--- src/rtl/clock_pkg.sv ---
// Shared widths, moduli, FSM encoding and edit-field codes for the clock
// time-setting path.
package clock_pkg;

    localparam int HOURS_W   = 5;
    localparam int MIN_W     = 6;
    localparam int SEC_W     = 6;
    localparam int HOURS_MOD = 24;
    localparam int MIN_MOD   = 60;

    localparam logic [2:0] ST_RUN     = 3'd0;
    localparam logic [2:0] ST_SET_HR  = 3'd1;
    localparam logic [2:0] ST_SET_MIN = 3'd2;
    localparam logic [2:0] ST_SET_SEC = 3'd3;
    localparam logic [2:0] ST_COMMIT  = 3'd4;

    localparam logic [1:0] FIELD_NONE    = 2'd0;
    localparam logic [1:0] FIELD_HOURS   = 2'd1;
    localparam logic [1:0] FIELD_MINUTES = 2'd2;
    localparam logic [1:0] FIELD_SECONDS = 2'd3;

    function automatic logic [1:0] field_of_state(input logic [2:0] st);
        case (st)
            ST_SET_HR:  return FIELD_HOURS;
            ST_SET_MIN: return FIELD_MINUTES;
            ST_SET_SEC: return FIELD_SECONDS;
            default:    return FIELD_NONE;
        endcase
    endfunction

    function automatic logic is_set_state(input logic [2:0] st);
        return (st == ST_SET_HR) || (st == ST_SET_MIN) || (st == ST_SET_SEC);
    endfunction

endpackage

--- src/rtl/wrap_adjust.sv ---
// Combinational +/-1 with wrap-around at a modulus; simultaneous inc and dec
// cancel out.
module wrap_adjust #(
    parameter int W   = 6,
    parameter int MOD = 60
) (
    input  logic [W-1:0] value_i,
    input  logic         inc_i,
    input  logic         dec_i,
    output logic [W-1:0] result_o
);

    localparam logic [W-1:0] MAX_VAL = W'(MOD - 1);

    always_comb begin
        result_o = value_i;
        if (inc_i && !dec_i) begin
            result_o = (value_i == MAX_VAL) ? '0 : value_i + W'(1);
        end else if (dec_i && !inc_i) begin
            result_o = (value_i == '0) ? MAX_VAL : value_i - W'(1);
        end
    end

endmodule

--- src/rtl/clock_set_controller.sv ---
// Freezes the time counter, edits a shadow copy field by field from button
// pulses, and parallel-loads the result back into the counter.
module clock_set_controller
    import clock_pkg::*;
#(
    parameter int BLINK_CYCLES = 50_000_000,
    parameter int IDLE_TIMEOUT = 500_000_000
) (
    input  logic               clk,
    input  logic               reset,
    input  logic               mode_btn,
    input  logic               inc_btn,
    input  logic               dec_btn,
    input  logic [HOURS_W-1:0] cur_hours,
    input  logic [MIN_W-1:0]   cur_minutes,
    input  logic [SEC_W-1:0]   cur_seconds,
    output logic               run_en,
    output logic               load,
    output logic [HOURS_W-1:0] load_hours,
    output logic [MIN_W-1:0]   load_minutes,
    output logic [SEC_W-1:0]   load_seconds,
    output logic [1:0]         edit_field,
    output logic               blink
);

    localparam int BLINK_W = $clog2(BLINK_CYCLES + 1);
    localparam int IDLE_W  = $clog2(IDLE_TIMEOUT + 1);

    logic [2:0]         state_q, state_d;
    logic [HOURS_W-1:0] hr_q, hr_d, hr_adj;
    logic [MIN_W-1:0]   min_q, min_d, min_adj;
    logic [SEC_W-1:0]   sec_q, sec_d, sec_adj;
    logic [BLINK_W-1:0] blink_cnt_q, blink_cnt_d;
    logic               blink_q, blink_d;
    logic [IDLE_W-1:0]  idle_q, idle_d;
    logic               btn_any;
    logic               commit_d;

    wrap_adjust #(.W(HOURS_W), .MOD(HOURS_MOD)) u_adj_hr (
        .value_i(hr_q), .inc_i(inc_btn), .dec_i(dec_btn), .result_o(hr_adj)
    );
    wrap_adjust #(.W(MIN_W), .MOD(MIN_MOD)) u_adj_min (
        .value_i(min_q), .inc_i(inc_btn), .dec_i(dec_btn), .result_o(min_adj)
    );
    wrap_adjust #(.W(SEC_W), .MOD(MIN_MOD)) u_adj_sec (
        .value_i(sec_q), .inc_i(inc_btn), .dec_i(dec_btn), .result_o(sec_adj)
    );

    assign btn_any  = mode_btn | inc_btn | dec_btn;
    assign commit_d = (state_d == ST_COMMIT);

    always_comb begin
        state_d     = state_q;
        hr_d        = hr_q;
        min_d       = min_q;
        sec_d       = sec_q;
        idle_d      = '0;
        blink_d     = 1'b0;
        blink_cnt_d = '0;

        // mode takes priority over inc/dec in every edit state
        case (state_q)
            ST_RUN: begin
                if (mode_btn) begin
                    hr_d    = (cur_hours   < HOURS_W'(HOURS_MOD)) ? cur_hours   : '0;
                    min_d   = (cur_minutes < MIN_W'(MIN_MOD))     ? cur_minutes : '0;
                    sec_d   = (cur_seconds < SEC_W'(MIN_MOD))     ? cur_seconds : '0;
                    state_d = ST_SET_HR;
                end
            end
            ST_SET_HR:  if (mode_btn) state_d = ST_SET_MIN; else hr_d  = hr_adj;
            ST_SET_MIN: if (mode_btn) state_d = ST_SET_SEC; else min_d = min_adj;
            ST_SET_SEC: if (mode_btn) state_d = ST_COMMIT;  else sec_d = sec_adj;
            default:    state_d = ST_RUN;
        endcase

        if (is_set_state(state_q) && !btn_any) begin
            if (idle_q == IDLE_W'(IDLE_TIMEOUT - 1)) begin
                state_d = ST_RUN;
            end else begin
                idle_d = idle_q + IDLE_W'(1);
            end
        end

        // a freshly entered field starts visible with a full half-period
        if (is_set_state(state_d)) begin
            if (state_d != state_q) begin
                blink_d = 1'b1;
            end else if (blink_cnt_q == BLINK_W'(BLINK_CYCLES - 1)) begin
                blink_d = ~blink_q;
            end else begin
                blink_d     = blink_q;
                blink_cnt_d = blink_cnt_q + BLINK_W'(1);
            end
        end
    end

    always_ff @(posedge clk) begin
        if (reset) begin
            state_q      <= ST_RUN;
            hr_q         <= '0;
            min_q        <= '0;
            sec_q        <= '0;
            idle_q       <= '0;
            blink_cnt_q  <= '0;
            blink_q      <= 1'b0;
            run_en       <= 1'b1;
            load         <= 1'b0;
            load_hours   <= '0;
            load_minutes <= '0;
            load_seconds <= '0;
            edit_field   <= FIELD_NONE;
        end else begin
            state_q      <= state_d;
            hr_q         <= hr_d;
            min_q        <= min_d;
            sec_q        <= sec_d;
            idle_q       <= idle_d;
            blink_cnt_q  <= blink_cnt_d;
            blink_q      <= blink_d;
            run_en       <= (state_d == ST_RUN);
            load         <= commit_d;
            load_hours   <= commit_d ? hr_d  : '0;
            load_minutes <= commit_d ? min_d : '0;
            load_seconds <= commit_d ? sec_d : '0;
            edit_field   <= field_of_state(state_d);
        end
    end

    assign blink = blink_q;

endmodule

--- config.mk ---
export PLATFORM = sky130hd
export DESIGN_NAME = clock_set_controller
export DESIGN_NICKNAME = d
export VERILOG_FILES = /design/src/rtl/clock_pkg.sv /design/src/rtl/wrap_adjust.sv /design/src/rtl/clock_set_controller.sv
export SDC_FILE = /design/constraint.sdc
export NUM_CORES = 1
export LEC_CHECK = 0
export ABC_AREA = 1
export CAP_MARGIN = 20
export CORE_UTILIZATION = 60
export CTS_BUF_LIST = sky130_fd_sc_hd__clkbuf_4
export DETAILED_ROUTE_END_ITERATION = 6
export MAX_ROUTING_LAYER = met4
export PLACE_DENSITY = 0.88
export SYNTH_ARGS = -nofsm -noshare
export SYNTH_HDL_FRONTEND = slang
export SYNTH_HIERARCHICAL = 1
export SYNTH_SLANG_ARGS = --single-unit
--- constraint.sdc ---
create_clock -name clk -period 4.1 [get_ports clk]
set_input_delay 0.41 -clock clk [delete_from_list [all_inputs] [get_ports clk]]
set_output_delay 0.41 -clock clk [all_outputs]
set_load 0.01 [all_outputs]
==> results of run 1 <==
## path summary, 6_finish.rpt
check                             from                   endpoint  slack (ps)  cells after the start
setup / recovery              mode_btn  blink_cnt_q[3]$_SDFF_PP0_        1370                     11
hold / removal    idle_q[0]$_SDFF_PP0_       idle_q[0]$_SDFF_PP0_         480                      1
setup reg to reg  idle_q[1]$_SDFF_PP0_  blink_cnt_q[3]$_SDFF_PP0_        1780                     11
hold reg to reg   idle_q[0]$_SDFF_PP0_       idle_q[0]$_SDFF_PP0_         480                      1
## worst reg2reg max path, cell delays in order (launching register included)
cell and delay, ps:
dfxtp_1 400, ha_1 230, nand2_2 110, nor2_8 140, nand2_4 100, nor2_8 140
nand3_4 100, nand3_2 80, nand2_2 70, nor2_4 140, nand3_4 500, nor2_1 250
## layout make-up
type / count / area (um^2)
clock inverters: 7 / 55.1
repair buffers: 46 / 453
flip-flops and latches: 97 / 1940
inverters: 117 / 439
clock buffers: 9 / 67.6
fillers: 862 / 3130
multi-input cells: 638 / 3480
well taps: 133 / 166
## synth_stat cells, drive strengths merged
cell type / instances / area (um^2)
a211o: 4 / 35.0
a211oi: 10 / 75.1
a21boi: 1 / 7.51
a21oi: 53 / 269
a221oi: 1 / 8.76
a22oi: 1 / 7.51
and3: 1 / 6.26
buf: 14 / 116
clkbuf: 8 / 31.3
clkinv: 1 / 3.75
dfxtp: 97 / 1940
ha: 10 / 125
inv: 116 / 435
nand2: 212 / 823
nand3: 68 / 370
nand3b: 3 / 22.5
nand4: 22 / 156
nor2: 134 / 771
nor3: 28 / 151
nor3b: 5 / 37.5
nor4: 10 / 62.6
o211ai: 1 / 7.51
o21a: 1 / 7.51
o21ai: 26 / 141
o21bai: 2 / 15.0
o22ai: 1 / 12.5
o31ai: 4 / 30.0
or2: 6 / 37.5
xnor2: 9 / 78.8
xor2: 25 / 219
## kinds of logic (layout without fill, tap and decap cells)
| group | count (synthesis) | after routing |
|---|---|---|
| xor gates and xnor gates | 34 | 34 |
| and+or+nand+nor | 489 | 489 |
| DFF | 97 | 97 |
| buffers and inverters | 139 | 179 |
| adders and majority gates | 10 | 10 |
| AOI/OAI and AO/OA | 105 | 105 |
## flip-flops by register name, summed over array words and instances, names as in the netlist
register	flops
hr_q	5
state_q	3
blink_cnt_q	26
idle_q	29
load_seconds	6
load_hours	5
blink	1
load	1
edit_field	2
load_minutes	6
min_q	6
run_en	1
sec_q	6
## metal layers
metal / up-vias / part of all wire, % / GRT usage [%]
li1: 2892 / - / -
met1: 2538 / 45 / 32.6
met2: 160 / 47 / 45.4
met3: 37 / 4.6 / 3.69
met4: 0 / 3.2 / 12.9
met5: - / 0 / -
## stage by stage
stage	setup WS [ps]	utilization, %	cell area, um^2
2_1_floorplan	2340	-	6010
3_3_place_gp	1040	66.6	6480
3_5_place_dp	941	66.6	6480
4_1_cts	1400	67.8	6600
5_1_grt	1190	67.8	6600
6_report	1370	67.8	6600
## power by group through the flow
stage,Clock [mW],Combinational (mW),Sequential [mW]
2_1_floorplan,0,0.249,1.01
3_3_place_gp,0,0.297,1.02
3_5_place_dp,0,0.303,1.02
4_1_cts,0.477,0.304,1.00
5_1_grt,0.513,0.342,1.01
6_report,0.464,0.307,1.00
==> metrics, run 1 <==
power share of the clock group=26.1%; commonest non-fill, non-tap cell in the layout=nand2_1; status=complete, but fails checks; Critical path buffers and inverters=3; Ports=between 40 and 50; Setup crit start kind=input port; failing checks=design-rule violations; row cnt=36; # diodes=0; VDD IR max=roughly 0.22 mV; Post-DRT Antenna Nets=0; type of element capturing the critical path=flip-flop; largest family of logic cells by synthesized area=simple AND/OR/NAND/NOR gates; Sequential Power Share=56.6%; GP Congestion=0.929; Setup CP Type=in2reg; Detailed Route Iter0 Violations=247; DRT Pass-1 Iters=7; Sw Share=around a third; worst-path maximum fanout=26; worst stage delay on the critical path=520 ps; Slew headroom=52.5%; H-tree levels=3; fin crit period=2730 ps; final wirelength=13300 um; Post-Syn Instances=874; post-cts resize count=0; gr usage total=roughly 27%; via/cell ratio=5.37; final period utilization=66.5%; cell chain of the critical path=clkdlybuf4s50_1 > buf_4 > inv_1 > nand2_1 > a21oi_2 > nand3_4 > nand3_2 > nand2_2 > nor2_4 > nand3_4 > nor2_1; vias in the first global route=5048; Syn Std Cell Area=between 0.006 and 0.007 mm^2; Syn Area/Cell=6.87 um^2; Arr. time, crit path=slightly above 3000 ps; DR WL/cell=12.7 um; largest net degree at the start of global routing=30; worst hold slack=483 ps; Final TNS setup=0 ps; DP HPWL=roughly 10000 um; Pwr Density=269 mW/mm^2; Worst Tran Pin Value=between 700 and 800 ps; Horiz. Die Dim=102 um; Initial Util=between 60% and 70%; Slew Viols, Final=0; simple-gate share of the synthesized area=approximately 41%; Fin. Hold Viols=0; Critical Path RT=4470 ps; most frequent cells in the layout=nand2_1, inv_1, dfxtp_1; RSZ-0062 raised after global routing=no; Synth Area in Adders=2.08%; Post-Synth XOR/XNOR Area=4.96%; initial antenna violation count=0; Post CTS Setup Buffer Count=0; Final nets=941; Yosys Warn Count=6; Pleak=roughly 2.5 nW; Yosys reg bits=97; # port buffers=43; Distinct cells, synth=48; CTS tree=yes; core area=0.00973 mm^2; placed cells=approximately 1000; total global routing overflow=0; full die area=between 0.01 and 0.015 mm^2; CTS max path bufs=2; top achievable clock speed=0.367 GHz; P_sw=0.567 mW; Layout Skew=19.7 ps; Hold WC Path Type=reg2reg; DR vias=5627; register area share after synthesis=32.3%; combinational power share=17.3%; Tot Pwr=1.78 mW; syn nets=906; total CTS buffers=9; non-filler cells, final=1047; Final Setup Violations=0; worst skew pair latency=450 ps; most used cell, CP=nand3_4; mux cell area share after synthesis=0%; Compound-Gate Fraction of Synth Area=10.3%; CTS clk-pin slew, worst paths=150 ps; first-pass GRT wire length=22000 um; share of cells above drive strength 1=between 10% and 20%; Crit path max-delay family=simple AND/OR/NAND/NOR gates; Area Overhead vs Synth=9.89%; clock sinks=97; # DRC=1; Power Internal=1.21 mW; CP max stage cell=inv_1; CTS Hold Buffers Added=0; Max-Cap Viols=0; root buffer cell=clkbuf_4; chip height=102 um
(Power assumes the default switching activity.)
==> run 2, diff against run 1 <==
clock period = 2.65 ns   (was 4.1 ns; I/O delays follow)
==> metrics, run 2 (synthesized netlist as in run 1, its figures left out) <==
Max-Cap Viols=0; commonest non-fill, non-tap cell in the layout=nand2_1; row cnt=36; DR WL/cell=between 10 and 15 um; Slew Viols, Final=0; Pleak=2.56 nW; Placed Area=0.00653 mm^2; clock sinks=97; Pwr Density=420 mW/mm^2; total CTS buffers=9; CTS Hold Buffers Added=0; largest net degree at the start of global routing=30; # diodes=0; worst skew pair latency=around 460 ps; Regs by FF count=idle_q x29, blink_cnt_q x26; CTS clk-pin slew, worst paths=~150 ps; Hold Path End=idle_q[0]$_SDFF_PP0_; DR vias=5555; Crit Reg-Reg Endpoint=blink_cnt_q[2]$_SDFF_PP0_; largest reg by FF count=idle_q; final period utilization=79.1%; core area=about 0.01 mm^2; worst reg2reg path startpoint=idle_q[0]$_SDFF_PP0_; Arr. time, crit path=approximately 2400 ps; post-cts resize count=0; full die area=0.0104 mm^2; Ports=44; Largest register FFs=29; Area Overhead vs Synth=10.9%; Final nets=946; Crit path max-delay family=simple AND/OR/NAND/NOR gates; final worst-path setup slack=around 550 ps; fin crit period=~2100 ps; Final Cell Area=0.00666 mm^2; Setup CP Type=reg2reg; # port buffers=43; final wirelength=13400 um; cell chain of the critical path=ha_1 > nand2_2 > nor2_8 > nand2_4 > nor2_8 > nand3_4 > nand3_1 > nand2_1 > nand3_4 > buf_12 > nor2_1; Setup crit start kind=flip-flop; Final TNS setup=0 ps; GP Congestion=0.968; worst slack, placed=252 ps; VDD IR max=0.395 mV; Detailed Route Iter0 Violations=270; chip height=102 um; Worst Tran Pin Value=785 ps; worst-path maximum fanout=26; register-to-register setup slack=550 ps; Hold WC Path Type=reg2reg; gr usage total=27.9%; Final Setup Violations=0; total global routing overflow=0; RSZ-0062 raised after global routing=no; type of element capturing the critical path=flip-flop; CTS max path bufs=2; Critical Path RT=3000 ps; Initial Util=61.7%; via/cell ratio=roughly 5.3; vias in the first global route=5034; Worst Hold Path Cells=1; Fin. Hold Viols=0; Horiz. Die Dim=102 um; most frequent cells in the layout=nand2_1, inv_1, dfxtp_1; initial antenna violation count=0; # DRC=0; Post CTS Setup Buffer Count=0; share of cells above drive strength 1=10.8%; Critical path buffers and inverters=1; DRT Pass-1 Iters=5; Hold Path Origin=idle_q[0]$_SDFF_PP0_; CP max stage cell=dfxtp_1; Slew headroom=47.5%; worst stage delay on the critical path=about 400 ps; first-pass GRT wire length=22400 um; Post-DRT Antenna Nets=0; H-tree levels=3; CTS tree=yes; Reg2Reg Depth=11; DP HPWL=10100 um; status=completed; worst hold slack=479 ps; Layout Skew=26.6 ps; root buffer cell=clkbuf_4; top achievable clock speed=roughly 0.48 GHz
==> run 2: cell types whose count changed in the layout (fill, tap and decap cells not counted), sizes merged <==
cell      delta
inv          +1
buf          +5
clkinvlp     -1
==> run 2: worst max path at each step <==
stage | startpoint | to | slack [ps] | cells after the start
finish | idle_q[0]$_SDFF_PP0_ | blink_cnt_q[2]$_SDFF_PP0_ | 550 | 11
global route | sec_q[0]$_SDFF_PP0_ | load_seconds[2]$_SDFF_PP0_ | 390 | 10
CTS | idle_q[0]$_SDFF_PP0_ | blink_cnt_q[2]$_SDFF_PP0_ | 550 | 11
detailed placement | inc_btn | load_minutes[2]$_SDFF_PP0_ | 250 | 12
global placement | inc_btn | load_minutes[2]$_SDFF_PP0_ | 270 | 12
floorplan | idle_q[0]$_SDFF_PP0_ | blink_cnt_q[16]$_SDFF_PP0_ | 890 | 11
==> run 2: per-layer routing <==
layer / wire length (um) / vias up / GRT usage, %
met5: 0 / - / -
met4: 260 / 0 / 8.68
met3: 885 / 22 / 5.54
li1: - / 2893 / -
met1: 6190 / 2462 / 35.4
met2: 6060 / 178 / 44.9
==> run 2: metrics by stage <==
step,std cells,utilization [%],power [mW]
after floorplan,874,-,1.94
after global placement,1036,67.1,2.06
after detailed placement,1036,67.1,2.07
after CTS,1052,68.4,2.82
after global routing,1052,68.4,2.94
final,1052,68.4,2.79
==> run 2: where the power goes <==
part / internal (mW) / leakage (nW) / total (mW) / switching, mW
Clock: 0.211 / 0.0690 / 0.751 / 0.539
Combinational: 0.189 / 1.71 / 0.491 / 0.303
Sequential: 1.49 / 0.785 / 1.55 / 0.0623
==> run 2: layout make-up <==
type / instances / area, um^2
well taps: 133 / 166
repair buffers: 51 / 503
clock inverters: 7 / 62.6
clock buffers: 9 / 67.6
inverters: 117 / 439
fillers: 882 / 3070
multi-input cells: 638 / 3480
flip-flops and latches: 97 / 1940
==> run 3, diff against run 2 <==
CORE_UTILIZATION = 55   (was 60)
PLACE_DENSITY = 0.86   (was 0.88)
clock period = 1.8 ns   (was 2.65 ns; I/O delays follow)
==> metrics, run 3 (synthesized netlist as in run 1, its figures left out) <==
RSZ-0062 raised after global routing=yes; gr usage total=28.0%; Final Setup Violations=0; non-filler cells, final=1131; DR vias=5935; largest net degree at the start of global routing=28; CTS Hold Buffers Added=0; most frequent cells in the layout=nand2_1, inv_1, nor2_1; Critical Path RT=around 2200 ps; total CTS buffers=9; worst-path maximum fanout=5; # DRC=0; Largest register FFs=29; placed cells=1109; total global routing overflow=0; commonest non-fill, non-tap cell in the layout=nand2_1; Post-DRT Antenna Nets=0; type of element capturing the critical path=flip-flop; Horiz. Die Dim=between 100 and 150 um; Critical path buffers and inverters=1; Slew Viols, Final=0; Initial Util=~57%; # port buffers=between 40 and 50; cell chain of the critical path=ha_4 > nand2_4 > nor2_8 > nand2_4 > nor2_8 > nand3_4 > nand3_2 > nand2_2 > nor2_4 > nand3_4 > clkbuf_16 > nor2_4; Max-Cap Viols=0; DR WL/cell=13.3 um; Crit path max-delay family=simple AND/OR/NAND/NOR gates; Layout Skew=between 20 and 25 ps; Pleak=2.98 nW; worst skew pair latency=a little under 500 ps; Hold WC Path Type=in2reg; root buffer cell=clkbuf_4; CP max stage cell=dfxtp_2; worst stage delay on the critical path=380 ps; chip height=107 um; Slew headroom=74.6%; first-pass GRT wire length=24600 um; Pwr Density=571 mW/mm^2; DRT Pass-1 Iters=5; Arr. time, crit path=2230 ps; Setup CP Type=reg2reg; Fin. Hold Viols=0; final worst-path setup slack=3.78 ps; Ports=44; Area Overhead vs Synth=24.7%; core area=about 0.010 mm^2; vias in the first global route=5507; top achievable clock speed=roughly 0.56 GHz; Final Cell Area=0.00749 mm^2; via/cell ratio=between 5 and 6; clock sinks=97; fin crit period=1800 ps; worst slack, placed=-298 ps; GP Congestion=0.974; VDD IR max=0.383 mV; largest reg by FF count=idle_q; Placed Area=0.00708 mm^2; share of cells above drive strength 1=a little under a quarter; H-tree levels=3; Regs by FF count=idle_q x29, blink_cnt_q x26; fillers=871; final period utilization=99.8%; CTS tree=yes; row cnt=37; Detailed Route Iter0 Violations=272; full die area=around 0.011 mm^2; DP HPWL=approximately 11000 um; status=completed; initial antenna violation count=0; final wirelength=around 15000 um; CTS clk-pin slew, worst paths=about 150 ps; Worst Tran Pin Value=378 ps; Setup crit start kind=flip-flop; CTS max path bufs=2; Final Util=71.6%; Final nets=1022; # diodes=0
-- run 3: cell count changes in the layout (fill, tap and decap cells not counted), moves of 8 or more --
cell / change
buf_4: +73
dfxtp_1: -20
dfxtp_2: +16
inv_1: -8
nor2_1: -11
nor2_4: +9
-- run 3: final timing paths --
| check | startpoint | end | slack, ps | cells after the start |
|---|---|---|---|---|
| setup / recovery | idle_q[1]$_SDFF_PP0_ | blink_cnt_q[11]$_SDFF_PP0_ | 4 | 12 |
| hold / removal | reset | hr_q[2]$_SDFF_PP0_ | 460 | 4 |
| setup reg to reg | idle_q[1]$_SDFF_PP0_ | blink_cnt_q[11]$_SDFF_PP0_ | 4 | 12 |
| hold reg to reg | idle_q[27]$_SDFF_PP0_ | idle_q[27]$_SDFF_PP0_ | 490 | 2 |
-- run 3: what timing repair did --
action / in CTS / in global routing
gates cloned: 0 / 1
setup endpoints to repair: 38 / 60
pin swaps: 4 / 16
setup buffers: 1 / 4
hold endpoints to repair: 0 / 0
gates resized for setup: 14 / 69
-- run 3: stage by stage --
| step | hold slack, ps | total power, mW | TNS, ps |
|---|---|---|---|
| floorplan | 252 | 2.86 | 0 |
| global placement | 465 | 3.16 | -9860 |
| detailed placement | 473 | 3.18 | -13070 |
| CTS | 449 | 4.21 | 0 |
| global route | 450 | 4.49 | -1880 |
| finish | 462 | 4.28 | 0 |
-- run 3: final cells by class --
| class | count | area (um^2) | area share [%] |
|---|---|---|---|
| multi-input combinational | 638 | 3660 | 48.9 |
| sequential | 97 | 1980 | 26.4 |
| timing repair buffer | 127 | 1120 | 14.9 |
| inverter | 117 | 450 | 6.01 |
| tap | 136 | 170 | 2.27 |
| clock buffer | 9 | 67.6 | 0.902 |
| clock inverter | 7 | 47.5 | 0.634 |
-- run 3: per-layer routing --
metal  track usage [%]  part of all wire [%]
met5                 -                     0
met4              10.6                   2.0
met3              4.05                   4.5
met2              46.9                    49
met1              34.2                    45
-- run 3: power by group --
part / total (mW) / leakage (nW) / internal, mW / switching (mW)
Combinational: 0.956 / 2.13 / 0.414 / 0.541
Clock: 1.05 / 0.0532 / 0.278 / 0.776
Sequential: 2.27 / 0.795 / 2.20 / 0.0689
-- run 3: tightest hold or removal path, cell delays in order --
cell and delay (ps):
clkdlybuf4s50_1 470, clkinv_1 150, nand2_1 70, inv_1 50
